===== src/rtl/adc_buf_pkg.sv =====
// Shared types and sizes for the ADC sample buffer read side.
// Optional overrun checking is enabled by ADC_BUF_RD_OVERRUN_CHK_EN.
package adc_buf_pkg;

  localparam int ADC_DATA_W = 12;
  localparam int ADC_ADDR_W = 4;

  typedef logic [ADC_ADDR_W:0]   ptr_t;
  typedef logic [ADC_DATA_W-1:0] sample_t;

endpackage


===== src/rtl/adc_buf_reader_skid.sv =====
// Two-entry valid/ready FIFO that catches SRAM read data.
// Optional overrun checking is enabled by ADC_BUF_RD_OVERRUN_CHK_EN.
module adc_rd_skid
  import adc_buf_pkg::*;
#(
  parameter int W = ADC_DATA_W
) (
  input  logic         clk,
  input  logic         rst,
  input  logic         clr,
  input  logic         in_valid,
  input  logic [W-1:0] in_data,
  output logic         out_valid,
  input  logic         out_ready,
  output logic [W-1:0] out_data,
  output logic [1:0]   count
);

  logic [W-1:0] mem [2];
  logic         wr_idx;
  logic         rd_idx;
  logic         push;
  logic         pop;

  assign out_valid = (count != 2'd0);
  assign out_data  = mem[rd_idx];
  assign pop       = out_valid && out_ready;
  assign push      = in_valid && ((count != 2'd2) || pop);

  always_ff @(posedge clk) begin
    if (rst) begin
      mem[0] <= '0;
      mem[1] <= '0;
      wr_idx <= 1'b0;
      rd_idx <= 1'b0;
      count  <= 2'd0;
    end else if (clr) begin
      wr_idx <= rd_idx;
      count  <= 2'd0;
    end else begin
      if (push) begin
        mem[wr_idx] <= in_data;
        wr_idx      <= ~wr_idx;
      end
      if (pop)
        rd_idx <= ~rd_idx;
      unique case ({push, pop})
        2'b10:   count <= count + 2'd1;
        2'b01:   count <= count - 2'd1;
        default: count <= count;
      endcase
    end
  end

endmodule


===== src/rtl/adc_buf_reader.sv =====
// Read-side controller for the ADC sample SRAM, streaming over valid/ready.
// Optional overrun checking is enabled by ADC_BUF_RD_OVERRUN_CHK_EN.
module adc_buf_reader
  import adc_buf_pkg::*;
#(
  parameter int DATA_W = ADC_DATA_W,
  parameter int ADDR_W = ADC_ADDR_W,
  parameter int RD_LAT = 1
) (
  input  logic              CLK,
  input  logic              RST,
  input  logic [ADDR_W:0]   WR_PTR,
  input  logic              FLUSH,
  output logic [ADDR_W-1:0] RADDR,
  input  logic [DATA_W-1:0] RD,
  output logic [ADDR_W:0]   RD_PTR,
  output logic [DATA_W-1:0] M_DATA,
  output logic              M_VALID,
  input  logic              M_READY,
  output logic              EMPTY,
  output logic              OVERRUN
);

  logic [ADDR_W:0]   rd_ptr;
  logic [RD_LAT-1:0] vld_sr;
  logic [1:0]        infl;
  logic [1:0]        skid_cnt;
  logic [2:0]        outstanding;
  logic              pop;
  logic              credit;
  logic              ovr_block;
  logic              issue;

  assign RD_PTR = rd_ptr;
  assign RADDR  = rd_ptr[ADDR_W-1:0];
  assign EMPTY  = (rd_ptr == WR_PTR);
  assign pop    = M_VALID && M_READY;

  always_comb begin
    infl = 2'd0;
    for (int i = 0; i < RD_LAT; i++)
      infl = infl + 2'(vld_sr[i]);
  end

  // A sample leaving this cycle frees its slot for a new read now.
  assign outstanding = {1'b0, skid_cnt} + {1'b0, infl}
                     - {2'b0, pop};
  assign credit      = (outstanding < 3'd2);

`ifdef ADC_BUF_RD_OVERRUN_CHK_EN
  logic [ADDR_W:0] occ;
  logic            lapped;
  logic            ovr_q;

  assign occ    = WR_PTR - rd_ptr;
  assign lapped = (occ > {1'b1, {ADDR_W{1'b0}}});

  always_ff @(posedge CLK) begin
    if (RST || FLUSH)
      ovr_q <= 1'b0;
    else if (lapped)
      ovr_q <= 1'b1;
  end

  assign OVERRUN   = ovr_q;
  assign ovr_block = ovr_q || lapped;
`else
  assign OVERRUN   = 1'b0;
  assign ovr_block = 1'b0;
`endif

  assign issue = !EMPTY && credit && !ovr_block;

  always_ff @(posedge CLK) begin
    if (RST) begin
      rd_ptr <= '0;
      vld_sr <= '0;
    end else if (FLUSH) begin
      rd_ptr <= WR_PTR;
      vld_sr <= '0;
    end else begin
      rd_ptr <= rd_ptr + (ADDR_W+1)'(issue);
      vld_sr <= (vld_sr << 1) | RD_LAT'(issue);
    end
  end

  adc_rd_skid #(
    .W (DATA_W)
  ) u_skid (
    .clk       (CLK),
    .rst       (RST),
    .clr       (FLUSH),
    .in_valid  (vld_sr[RD_LAT-1]),
    .in_data   (RD),
    .out_valid (M_VALID),
    .out_ready (M_READY),
    .out_data  (M_DATA),
    .count     (skid_cnt)
  );

endmodule

===== config.mk =====
export PLATFORM = sky130hd
export DESIGN_NAME = adc_buf_reader
export DESIGN_NICKNAME = d
export VERILOG_FILES = /design/src/rtl/adc_buf_pkg.sv /design/src/rtl/adc_buf_reader_skid.sv /design/src/rtl/adc_buf_reader.sv
export SDC_FILE = /design/constraint.sdc
export NUM_CORES = 1
export LEC_CHECK = 0
export BUFFER_PORTS_ARGS = -buffer_cell sky130_fd_sc_hd__buf_4
export CORE_ASPECT_RATIO = 0.7
export CORE_MARGIN = 2
export CORE_UTILIZATION = 35
export DETAILED_ROUTE_END_ITERATION = 8
export GPL_TIMING_DRIVEN = 1
export MAX_ROUTING_LAYER = met4
export PLACE_DENSITY = 0.62
export SLEW_MARGIN = 20
export SYNTH_ARGS = -nofsm -noshare
export SYNTH_HDL_FRONTEND = slang
export SYNTH_SLANG_ARGS = --single-unit

===== constraint.sdc =====
create_clock -name CLK -period 8.3 [get_ports CLK]
set_clock_uncertainty 0.1 [all_clocks]
set_input_delay 1.245 -clock CLK [delete_from_list [all_inputs] [get_ports CLK]]
set_output_delay 1.245 -clock CLK [all_outputs]
set_load 0.005 [all_outputs]

# Word-level counts from Yosys, hierarchy flattened
# Memories as Yosys holds them, arrays and structs flattened. A register that Yosys moved wholly into a read port is not among the register bits.
# Index checks and enable logic that the tools add are counted.
[op_classes] eq_ne=4 n_lt_le_gt_ge=1 n_mux=15 n_bitwise=3 add_sub_neg=5 reduce_logical=11
[op_table] cell="$mux 1" count=12
[op_table] cell="$mux 12" count=1
[op_table] cell="$reduce_or 12->1" count=1
[op_table] cell="$reduce_bool 2->1" count=3
[op_table] cell="$add 5x1->5" count=1
[op_table] cell="$eq 5x5->1" count=1
[op_table] cell="$mux 5" count=1
[op_table] cell="$pmux 2 s2" count=1
[op_table] cell="$add 2x1->3" count=1
[op_table] cell="$logic_and 1x1->1" count=3
[op_table] cell="$lt 3x2->1 const B" count=1
[op_table] cell="$not 1->1" count=3
[op_table] cell="$sub 3x1->3" count=1
[op_table] cell="$add 2x1->2 const B" count=1
[op_table] cell="$eq 2x1->1 const B" count=1
[op_table] cell="$eq 2x2->1 const B" count=1
[op_table] cell="$ne 2x2->1 const B" count=1
[op_table] cell="$reduce_and 2->1" count=1
[op_table] cell="$reduce_or 2->1" count=1
[op_table] cell="$sub 2x1->2 const B" count=1
[op_table] cell="$logic_not 1->1" count=1
[op_table] cell="$logic_or 1x1->1" count=1
[totals] inputBits=21 mem_bits_rw=24 ff_bits=10 output_inout_bits=24 wordCells=45 n_memories=1
[mem_list] name="u_skid.mem" depth=2 width=12 read_ports=1 rd_clocked_by_memory_dff=1 write_ports=2 line_no="adc_buf_reader_skid.sv:19" rtl="logic [W-1:0] mem [2];"

# Logic depth before layout (Yosys ltp)
# Gate-level depths: netlist of the first run.
[logic_depth] ltp_word=10 ltp_mapped=13 mapped_depth_nobuf=13

# By module
# Synthesis of the first run repeated with hierarchy kept, for this count alone.
[hier_totals] cells_unflattened=145 hier_area_um2=1746.7
[by_module_without_submodules] module="adc_rd_skid" n_inst=1 seq_area_each_um2=820.8 cells_each=94 area_each_um2=1301.2
[by_module_without_submodules] module="adc_buf_reader" n_inst=1 seq_area_each_um2=120.1 cells_each=51 area_each_um2=445.4

# Worst setup path before layout of the first run
# Ideal clock, no wire load.
[synth_timing] path_type="input port to flip-flop" startpoint="input port M_READY" endpoint="register rd_ptr[4] (netlist: RD_PTR[4])" setup_ps=115 path_buffers=0 path_slack_ps=4861 t_arrival_ps=3225 stages=13 required_ps=8085 cell_sequence="o21ai_0 -> inv_1 -> ha_1 -> nand2b_1 -> fa_1 -> xnor2_1 -> nand2_1 -> a21oi_1 -> ha_1 -> ha_1 -> nand3_1 -> xnor2_1 -> o21a_1"
[synth_between] elab_chain_len=6
[synth_rtl] element="start, declared" line_no="adc_buf_reader.sv:19" rtl="input logic M_READY,"
[synth_rtl] element="$logic_and 1x1->1" line_no="adc_buf_reader.sv:37" rtl="assign pop = M_VALID && M_READY;"
[synth_rtl] element="$sub 3x1->3" line_no="adc_buf_reader.sv:47" rtl="- {2'b0, pop};"
[synth_rtl] element="$lt 3x2->1" line_no="adc_buf_reader.sv:48" rtl="assign credit = (outstanding < 3'd2);"
[synth_rtl] element="$logic_and 1x1->1" line_no="adc_buf_reader.sv:72" rtl="assign issue = !EMPTY && credit && !ovr_block;"
[synth_rtl] element="named net issue" line_no="adc_buf_reader.sv:32" rtl="logic issue;"
[synth_rtl] element="$add 5x1->5" line_no="adc_buf_reader.sv:82" rtl="rd_ptr <= rd_ptr + (ADDR_W+1)'(issue);"
[synth_rtl] element="$mux 5" line_no="adc_buf_reader.sv:78" rtl="end else if (FLUSH) begin"
[synth_rtl] element="end signal, assigned" line_no="adc_buf_reader.sv:82"
[synth_rtl] element="end, declared" line_no="adc_buf_reader.sv:24" rtl="logic [ADDR_W:0] rd_ptr;"
# The timed path passes the listed nets, and every way through them passes these cells.
# A chain may end at the register's enable or synchronous reset.

# Worst setup path in the final report of the first run
# Same ends and word-level chain as after synthesis.

==> results of run 1 <==
## worst register-to-register path, cell delays in order (launching register included)
cell	delay (ns)
dfxtp_1	0.38
o21ai_0	0.30
inv_1	0.11
ha_1	0.27
nand2b_1	0.15
fa_1	0.38
xnor2_1	0.14
nand2_1	0.09
a21oi_1	0.12
ha_1	0.20
ha_1	0.19
nand3_1	0.10
xnor2_1	0.14
o21a_1	0.17
## Yosys cell counts, drive strengths merged
cell,number
and2,25
edfxtp,24
mux2,12
dfxtp,11
buf,8
xor2,7
a21oi,6
nor2,6
ha,4
inv,4
or2,4
xnor2,4
mux2i,3
o21ai,3
clkbuf,2
nand2,2
nand2b,2
nand3,2
nor3b,2
o21a,2
or3,2
a211o,1
a211oi,1
conb,1
fa,1
nor3,1
nor4b,1
nor4bb,1
## power groups by stage
stage                     Combinational (mW)  Clock (mW)  Sequential [mW]
after global placement                0.0531           0            0.206
after CTS                             0.0541       0.130            0.202
after floorplan                       0.0309           0            0.204
final                                 0.0533       0.127            0.202
after detailed placement              0.0538           0            0.206
after global routing                  0.0589       0.137            0.204
## layout by cell type (no fill, tap or decap), drive strengths merged
cell,n
clkbuf,5
clkinvlp,2
fa,1
mux2i,3
edfxtp,24
nand3,2
xor2,7
or2,4
xnor2,4
buf,43
nor2,6
o21ai,3
inv,5
nor4bb,1
dfxtp,11
nor4b,1
or3,2
nand2b,2
a21oi,6
nor3,1
conb,1
and2,25
a211oi,1
mux2,12
o21a,2
ha,4
a211o,1
nor3b,2
nand2,2
## metrics by stage
step,power [mW],std cells
after global placement,0.259,244
after CTS,0.386,252
after floorplan,0.235,142
after global routing,0.400,252
after detailed placement,0.260,244
final,0.382,252
## flip-flops by register name, summed over array words and instances (netlist names), named ones only
| name | cells |
|---|---|
| RD_PTR | 5 |
| u_skid.count | 2 |
| u_skid.mem | 24 |
| u_skid.rd_idx | 1 |
| u_skid.wr_idx | 1 |
| vld_sr | 1 |
## logic make-up after synthesis
logic type	Yosys count
AND/OR/NAND/NOR	48
XOR/XNOR	11
multiplexers	15
other	1
AO/OA/AOI/OAI	13
flip-flops	35
buffers and inverters	14
adder cells (fa/ha/maj)	5
## routing by layer
metal | vias to the layer above | share of wire [%] | GRT usage, %
li1 | 564 | - | -
met1 | 538 | 46 | 16.0
met2 | 26 | 48 | 19.2
met3 | 6 | 4.2 | 3.93
met4 | 0 | 1.7 | 4.48
met5 | - | 0 | -
## cell type report
class | count | area share (%)
Clock buffer | 5 | 3.13
Tap cell | 69 | 3.92
Multi-Input combinational cell | 93 | 33.8
Inverter | 4 | 0.682
Sequential cell | 35 | 42.8
Clock inverter | 3 | 1.08
Timing Repair Buffer | 43 | 14.7
## worst paths after layout
path                                 from                   end  cells after the start  slack, ns
min            u_skid.rd_idx$_SDFFE_PP0P_                  flop                      2       0.43
max                               M_READY  RD_PTR[4]$_SDFF_PP0_                     14       4.85
max reg2reg  u_skid.count[1]$_SDFFE_PP0P_  RD_PTR[4]$_SDFF_PP0_                     13       5.37
min reg2reg    u_skid.rd_idx$_SDFFE_PP0P_                  flop                      2       0.43
==> flow_metrics.env, run 1 <==
export IMPL_synthSimpleGateAreaFrac_pct=18.7
export IMPL_grt_pass1_vias=1098
export IMPL_ys_seq_area_share_pct=53.1
export IMPL_synth_xor_area_share_pct=5.44
export IMPL_hold_violations=0
export IMPL_cpLargestDelayFamily="adder cells"
export IMPL_status="finished clean"
export IMPL_cts_buffers=5
export IMPL_crit_buf_inv=2
export IMPL_fin_tns_setup_ns=0
export IMPL_syn_area_per_cell_um2=12.5
export IMPL_num_io_pins=45
export IMPL_finalCriticalPeriod_ns=3.45
export IMPL_fill_cells=472
export IMPL_switching_share_pct=25.2
export IMPL_fmax_mhz=290
export IMPL_drive_above_1_share_pct=39.3
export IMPL_synth_fa_ha_area_share_pct=3.95
export IMPL_cts_resized=0
export IMPL_critPathMaxStageDelay_ns=0.38
export IMPL_wl_per_cell_um=12.9
export IMPL_synth_top_area_share_pct=40.7
export IMPL_grt_antenna_before_repair=0
export IMPL_grt_max_degree=15
export IMPL_yosysWarnings=0
export IMPL_ir_drop_v=0.0000620
export IMPL_ctsHoldBuffers=0
export IMPL_setup_viol=0
export IMPL_worst_pin_slew_ns=0.655
export IMPL_powerDensity_nw_per_um2=174
export IMPL_path_cells="buf_4 > o21ai_0 > inv_1 > ha_1 > nand2b_1 > fa_1 > xnor2_1 > nand2_1 > a21oi_1 > ha_1 > ha_1 > nand3_1 > xnor2_1 > o21a_1"
export IMPL_rsz0062_at_grt="false"
export IMPL_antenna_cells=0
export IMPL_synth_compound_area_share_pct=4.31
export IMPL_syn_inst=142
export IMPL_critical_path_class="in2reg"
export IMPL_synth_top_cell_by_area="edfxtp_1"
export IMPL_syn_to_final_growth_pct=24.2
export IMPL_power_net_switching_mw=0.0962
export IMPL_dieWidth_um=89.0
export IMPL_fin_util_pct=45.5
export IMPL_synth_area_leaders="edfxtp_1 41%, dfxtp_1 12%, and2_1 8.1%"
export IMPL_maxSlewViolCount=0
export IMPL_overflow=0
export IMPL_finalHoldWorstSlack_ns=0.433
export IMPL_ant_nets=0
export IMPL_grtUsageTotal_pct=12.7
export IMPL_initial_core_util_pct=36.6
export IMPL_crit_required_ns=8.39
export IMPL_wl_um=3240
export IMPL_die_area_um2=5660
export IMPL_gp_congestion=0.827
export IMPL_post_dp_hpwl_um=2310
export IMPL_crit_top_cell="ha_1"
export IMPL_synth_top_family_by_area="simple AND/OR/NAND/NOR gates"
export IMPL_dpl_instance_area_um2=2110
export IMPL_root_buffer="clkbuf_8"
export IMPL_hold_class="reg2reg"
export IMPL_port_buffers=43
export IMPL_worstPathMaxFanout=3
export IMPL_vias=1134
export IMPL_clk_pin_slew_ns=0.08
export IMPL_nets=208
export IMPL_clock_power_share_pct=33.1
export IMPL_fp_row_count=21
export IMPL_drc_errors=0
export IMPL_critPathLaunchType="primary input"
export IMPL_worst_slack_ns=4.85
export IMPL_p_int_mw=0.286
export IMPL_seqCellArea_um2=941
export IMPL_yosysUniqueCellTypes=33
export IMPL_relSlewSlack_pct=56.1
export IMPL_first_pass_iters=4
export IMPL_comb_power_share_pct=13.9
export IMPL_post_cts_setup_buffers=0
export IMPL_cts_sinks=35
export IMPL_multi_input_area_um2=743
export IMPL_cap_violations=0
export IMPL_syn_area_um2=1770
export IMPL_cts_buffer_depth=2
export IMPL_clock_latency_ns=0.29
export IMPL_coreArea_um2=4830
export IMPL_vias_per_cell=4.50
export IMPL_grt_pass1_wl_um=5180
export IMPL_cp_slowest_cell="fa_1"
export IMPL_finalCritPeriodShare_pct=41.6
export IMPL_place_ws_ns=4.54
export IMPL_syn_nets=168
export IMPL_cts_max_level=2
export IMPL_synthMuxAreaShare_pct=9.32
export IMPL_ys_ff_latch=35
export IMPL_arrival_ns=3.54
export IMPL_seq_power_share_pct=52.9
export IMPL_cts_tree="built"
export IMPL_fp_dieH_um=63.5
export IMPL_p_leak_nw=0.922
export IMPL_end_kind="flop"
export IMPL_drt_iter0_drc=36
export IMPL_final_area_um2=2200
Power figures use the tool's default switching activity.
==> run 2: changes to the inputs <==
ABC_AREA = 1   (was not set)
clock period = 3.45 ns   (was 8.3 ns; I/O delays follow)
==> run 2 against run 1 <==
  * Flip-flop and latch count unchanged
  * Area after synthesis increased by 0.78%
  * Sequential share of layout area decreased by 0.60 points
  * Die area increased by 0.73%
==> flow_metrics.env, run 2 <==
export IMPL_status="finished clean"
export IMPL_grt_util_met3_pct=3.23
export IMPL_syn_area_per_cell_um2=9.65
export IMPL_ctsHoldBuffers=0
export IMPL_worst_pin_slew_ns=0.553
export IMPL_initial_core_util_pct=36.9
export IMPL_dpl_instance_area_um2=2120
export IMPL_first_pass_iters=4
export IMPL_layout_commonest_cell="buf_4"
export IMPL_top_register="u_skid.mem"
export IMPL_crit_required_ns=3.52
export IMPL_cts_buffer_depth=2
export IMPL_syn_area_um2=1790
export IMPL_p_int_mw=0.747
export IMPL_grt_antenna_before_repair=0
export IMPL_post_dp_hpwl_um=2430
export IMPL_overflow=0
export IMPL_synth_edf_count=24
export IMPL_finalHoldWorstSlack_ns=0.392
export IMPL_hold_violations=0
export IMPL_synth_ff_type="edfxtp_1"
export IMPL_clock_power_share_pct=36.7
export IMPL_grt_pass1_vias=1230
export IMPL_vias_per_cell=4.10
export IMPL_ant_nets=0
export IMPL_coreArea_um2=4830
export IMPL_root_buffer="clkbuf_8"
export IMPL_final_area_um2=2230
export IMPL_switching_share_pct=22.7
export IMPL_post_cts_setup_buffers=0
export IMPL_met1_usage_pct=17.5
export IMPL_top_usage_layer="met2"
export IMPL_worstPathMaxFanout=6
export IMPL_drc_errors=0
export IMPL_clk_pin_slew_ns=0.07
export IMPL_fmax_mhz=347
export IMPL_powerDensity_nw_per_um2=433
export IMPL_finalCritPeriodShare_pct=83.4
export IMPL_ir_drop_v=0.000201
export IMPL_drive_above_1_share_pct=30.8
export IMPL_rsz0062_at_grt="false"
export IMPL_final_cell_mix="43 x buf_4, 35 x nor2_1, 32 x inv_1, 24 x edfxtp_1, 22 x nand2_1"
export IMPL_wl_um=3330
export IMPL_syn_nets=211
export IMPL_vias=1215
export IMPL_grtUsageTotal_pct=13.1
export IMPL_end_kind="flop"
export IMPL_grt_max_degree=14
export IMPL_dp_cells=288
export IMPL_relSlewSlack_pct=63.1
export IMPL_finalCriticalPeriod_ns=2.88
export IMPL_syn_inst=185
export IMPL_arrival_ns=2.95
export IMPL_fin_tns_setup_ns=0
export IMPL_syn_to_final_growth_pct=25.0
export IMPL_gp_congestion=0.753
export IMPL_power_net_switching_mw=0.219
export IMPL_antenna_cells=0
export IMPL_ys_async_sr_fraction_pct=0
export IMPL_cts_buffers=5
export IMPL_comb_power_share_pct=13.1
export IMPL_setup_viol=0
export IMPL_nets=252
export IMPL_maxSlewViolCount=0
export IMPL_clock_latency_ns=0.28
export IMPL_synth_area_leaders="edfxtp_1 40%, dfxtp_1 12%, mux2_2 7.6%"
export IMPL_fin_util_pct=46.2
export IMPL_drt_iter0_drc=49
export IMPL_dieWidth_um=89.4
export IMPL_final_cells=296
export IMPL_cts_resized=0
export IMPL_synth_top_cell_by_area="edfxtp_1"
export IMPL_p_leak_nw=1.05
export IMPL_yosysWarnings=0
export IMPL_yosysMostFrequentCell="nor2_1"
export IMPL_critical_path_class="reg2reg"
export IMPL_fp_dieH_um=63.8
export IMPL_seq_power_share_pct=50.2
export IMPL_synthTopCellsByCount="35 x nor2_1, 32 x inv_1, 24 x edfxtp_1, 22 x nand2_1, 12 x mux2_2"
export IMPL_synth_top_area_share_pct=40.4
export IMPL_cts_sinks=35
export IMPL_ys_ff_latch=35
export IMPL_wl_per_cell_um=11.2
export IMPL_ys_seq_area_share_pct=52.7
export IMPL_largest_register_ffs=24
export IMPL_critPathLaunchType="flop"
export IMPL_num_io_pins=45
export IMPL_yosysUniqueCellTypes=26
export IMPL_cts_max_level=2
export IMPL_die_area_um2=5700
export IMPL_met2_usage_pct=19.9
export IMPL_cts_tree="built"
export IMPL_port_buffers=43
export IMPL_grt_pass1_wl_um=5510
export IMPL_hold_class="in2reg"
export IMPL_reg2reg_slack_ns=0.57
export IMPL_cap_violations=0
export IMPL_fp_row_count=21
[run 2: changes by cell type in the layout (fill, tap and decap cells not counted), moves of 4 or more]
cell | before | now
xor2_1 | 7 | 3
and2_1 | 23 | 0
nand2_1 | 2 | 22
o21ai_0 | 3 | 7
nor2_1 | 6 | 35
inv_1 | 4 | 32
[run 2: per-layer routing]
layer	routed length [µm]	vias up
met5	0	-
met4	28	0
met3	164	2
met2	1510	23
met1	1630	530
li1	-	660
[run 2: worst max-delay path, stage by stage, from the launching register on]
cell,delay [ns]
dfxtp_1,0.47
inv_1,0.07
nand2_1,0.07
nand2_1,0.07
inv_2,0.07
ha_1,0.22
inv_1,0.06
nand2_1,0.06
fa_1,0.47
o21ai_0,0.07
a21oi_1,0.12
nand2_1,0.08
inv_1,0.06
ha_1,0.15
ha_1,0.18
nand3_1,0.10
xor2_1,0.15
o21ai_0,0.14
inv_1,0.06
[run 2: final cells by class]
cell class / instances / area [µm²]
fillers: 500 / 2600
flip-flops and latches: 35 / 941
multi-input cells: 106 / 641
repair buffers: 43 / 323
inverters: 35 / 134
well taps: 69 / 86.3
clock buffers: 5 / 68.8
clock inverters: 3 / 38.8
[run 2: worst paths after layout]
check | cells past startpoint | to | startpoint
max | 18 | RD_PTR[4]$_SDFF_PP0_ | u_skid.count[1]$_SDFFE_PP0P_
min | 3 | RD_PTR[0]$_SDFF_PP0_ | WR_PTR[0]
max reg2reg | 18 | RD_PTR[4]$_SDFF_PP0_ | u_skid.count[1]$_SDFFE_PP0P_
min reg2reg | 2 | u_skid.wr_idx$_SDFFE_PP0P_ | u_skid.wr_idx$_SDFFE_PP0P_
[run 2: kinds of logic after synthesis]
kind of cell	synth area share [%]
compound gates	4.27
buf+inv	11.4
xor+xnor	2.45
simple gates	17.4
flops	52.7
other cells	0.210
fa+ha+maj	3.92
mux	7.57
[run 2: power groups by stage]
stage / Clock (mW) / Sequential, mW / Combinational, mW
floorplan: 0 / 0.491 / 0.0753
global placement: 0 / 0.494 / 0.127
detailed placement: 0 / 0.495 / 0.128
CTS: 0.366 / 0.486 / 0.128
global route: 0.386 / 0.488 / 0.143
finish: 0.355 / 0.485 / 0.126
[run 2: stage by stage]
stage / setup WS (ns) / power, mW
floorplan: 0.742 / 0.566
global placement: 0.562 / 0.621
detailed placement: 0.499 / 0.623
CTS: 0.562 / 0.980
global route: 0.317 / 1.02
finish: 0.572 / 0.966
==> run 3: changes to the inputs <==
PLACE_DENSITY = 0.64   (was 0.62)
clock period = 2.6 ns   (was 3.45 ns; I/O delays follow)
==> run 3 against run 2 <==
  * Clock power grew 5%
  * Critical endpoint is now u_skid.rd_idx$_SDFFE_PP0P_
  * Sequential share of layout area shrank 4.5 points
  * Via count grew 15%
  * First-iteration DRC count shrank 53%
  * Highest routed layer unchanged
==> flow_metrics.env, run 3 (synthesis gave the netlist of run 2 again) <==
export IMPL_status="finished clean"
export IMPL_num_io_pins=45
export IMPL_arrival_ns=2.65
export IMPL_worst_pin_slew_ns=0.588
export IMPL_clk_pin_slew_ns=0.07
export IMPL_crit_path_start="u_skid.count[0]$_SDFFE_PP0P_"
export IMPL_drc_errors=0
export IMPL_ant_nets=0
export IMPL_grtUsageTotal_pct=15.9
export IMPL_maxSlewViolCount=0
export IMPL_largest_register_ffs=24
export IMPL_finalCriticalPeriod_ns=2.58
export IMPL_fin_util_pct=51.8
export IMPL_cpLargestDelayFamily="buffers and inverters"
export IMPL_cts_sinks=35
export IMPL_crit_buf_inv=15
export IMPL_finalHoldWorstSlack_ns=0.260
export IMPL_grt_pass1_vias=1382
export IMPL_post_dp_hpwl_um=2460
export IMPL_drt_iter0_drc=23
export IMPL_critPathMaxStageDelay_ns=0.33
export IMPL_nets=281
export IMPL_grt_max_degree=14
export IMPL_final_cell_mix="70 x buf_4, 33 x nor2_1, 29 x inv_1, 24 x edfxtp_1, 19 x nand2_1"
export IMPL_cts_tree="built"
export IMPL_reg2reg_from="u_skid.count[0]$_SDFFE_PP0P_"
export IMPL_grt_pass1_wl_um=6570
export IMPL_rsz0062_at_grt="true"
export IMPL_top_register="u_skid.mem"
export IMPL_overflow=0
export IMPL_fmax_mhz=387
export IMPL_ir_drop_v=0.000172
export IMPL_grt_antenna_before_repair=0
export IMPL_antenna_cells=0
export IMPL_layout_commonest_cell="buf_4"
export IMPL_setup_viol=0
export IMPL_path_cells="inv_2 > nand2_2 > nand2_2 > buf_4 > buf_6 > buf_4 > buf_4 > buf_4 > buf_4 > buf_4 > buf_4 > buf_4 > buf_4 > buf_4 > buf_4 > buf_4 > buf_6 > nor2_4 > nor3_2"
export IMPL_powerDensity_nw_per_um2=496
export IMPL_p_leak_nw=1.18
export IMPL_cts_buffer_depth=2
export IMPL_fin_tns_setup_ns=0
export IMPL_crit_top_cell="buf_4"
export IMPL_port_buffers=43
export IMPL_drive_above_1_share_pct=44.1
export IMPL_wl_um=3910
export IMPL_cap_violations=0
export IMPL_wl_per_cell_um=12.0
export IMPL_worstPathMaxFanout=2
export IMPL_hold_violations=0
export IMPL_min_from="WR_PTR[0]"
export IMPL_relSlewSlack_pct=60.7
export IMPL_crit_required_ns=2.67
export IMPL_root_buffer="clkbuf_8"
export IMPL_syn_to_final_growth_pct=40.2
export IMPL_vias=1396
export IMPL_hold_class="in2reg"
export IMPL_clock_latency_ns=0.28
export IMPL_cts_buffers=5
export IMPL_fp_dieH_um=63.8
export IMPL_cts_max_level=2
export IMPL_cp_slowest_cell="dfxtp_2"
export IMPL_first_pass_iters=4
export IMPL_dieWidth_um=89.4
export IMPL_coreArea_um2=4830
export IMPL_critical_path_class="reg2reg"
export IMPL_initial_core_util_pct=36.9
export IMPL_die_area_um2=5700
export IMPL_fp_row_count=21
export IMPL_finalCritPeriodShare_pct=99.3
export IMPL_end_kind="flop"
export IMPL_critPathLaunchType="flop"
export IMPL_gp_congestion=0.743
export IMPL_vias_per_cell=4.30
## run 3: changes by cell type in the layout (fill, tap and decap cells not counted), sizes merged
cell	previous run	this run
bufinv	1	0
clkbuf	5	6
buf	43	72
## run 3: worst reg2reg max path, stage by stage (launching register included)
cell	delay, ns
dfxtp_2	0.33
inv_2	0.04
nand2_2	0.07
nand2_2	0.06
buf_4	0.13
buf_6	0.10
buf_4	0.12
buf_4	0.12
buf_4	0.13
buf_4	0.12
buf_4	0.12
buf_4	0.12
buf_4	0.12
buf_4	0.12
buf_4	0.12
buf_4	0.12
buf_4	0.13
buf_6	0.11
nor2_4	0.12
nor3_2	0.04
## run 3: per-layer routing
metal  track usage, %  up-vias  share of wire (%)
li1                 -      717                  -
met1             20.9      653                 48
met2             24.4       24                 48
met3             3.88        2                3.8
met4             5.04        0               0.77
met5                -        -                  0
## run 3: worst paths after layout
check | to | slack, ns | depth (start not counted)
worst max-delay path | u_skid.rd_idx$_SDFFE_PP0P_ | 0.02 | 19
worst min-delay path | RD_PTR[0]$_SDFF_PP0_ | 0.26 | 3
worst max register to register | u_skid.rd_idx$_SDFFE_PP0P_ | 0.02 | 19
worst min register to register | u_skid.wr_idx$_SDFFE_PP0P_ | 0.46 | 2
## run 3: report_power, final
part           switching (mW)  internal [mW]
logic                  0.0991          0.126
registers              0.0223          0.624
clock network           0.189          0.183
total                   0.310          0.932
## run 3: metrics by stage
step	setup slack [ns]	instances	power, mW	instance area [µm²]
2_1_floorplan	0.0168	185	0.756	1810
6_report	0.0173	325	1.24	2500
5_1_grt	-0.120	325	1.32	2500
4_1_cts	-0.0119	326	1.25	2470
3_3_place_gp	-0.0619	294	0.836	2190
3_5_place_dp	-0.123	294	0.840	2190
## run 3: layout make-up
class	count	area [µm²]
Timing Repair Buffer	72	548
Sequential cell	35	943
Tap cell	69	86.3
Fill cell	466	2330
Clock inverter	2	7.51
Multi-Input combinational cell	106	711
Inverter	35	134
Clock buffer	6	72.6
## run 3: what timing repair did
item | CTS | global route
setup endpoints to repair | 3 | 7
pin swaps | 6 | 11
resized for setup | 8 | 10
hold buffers | 0 | 0
buffers inserted | 24 | 3
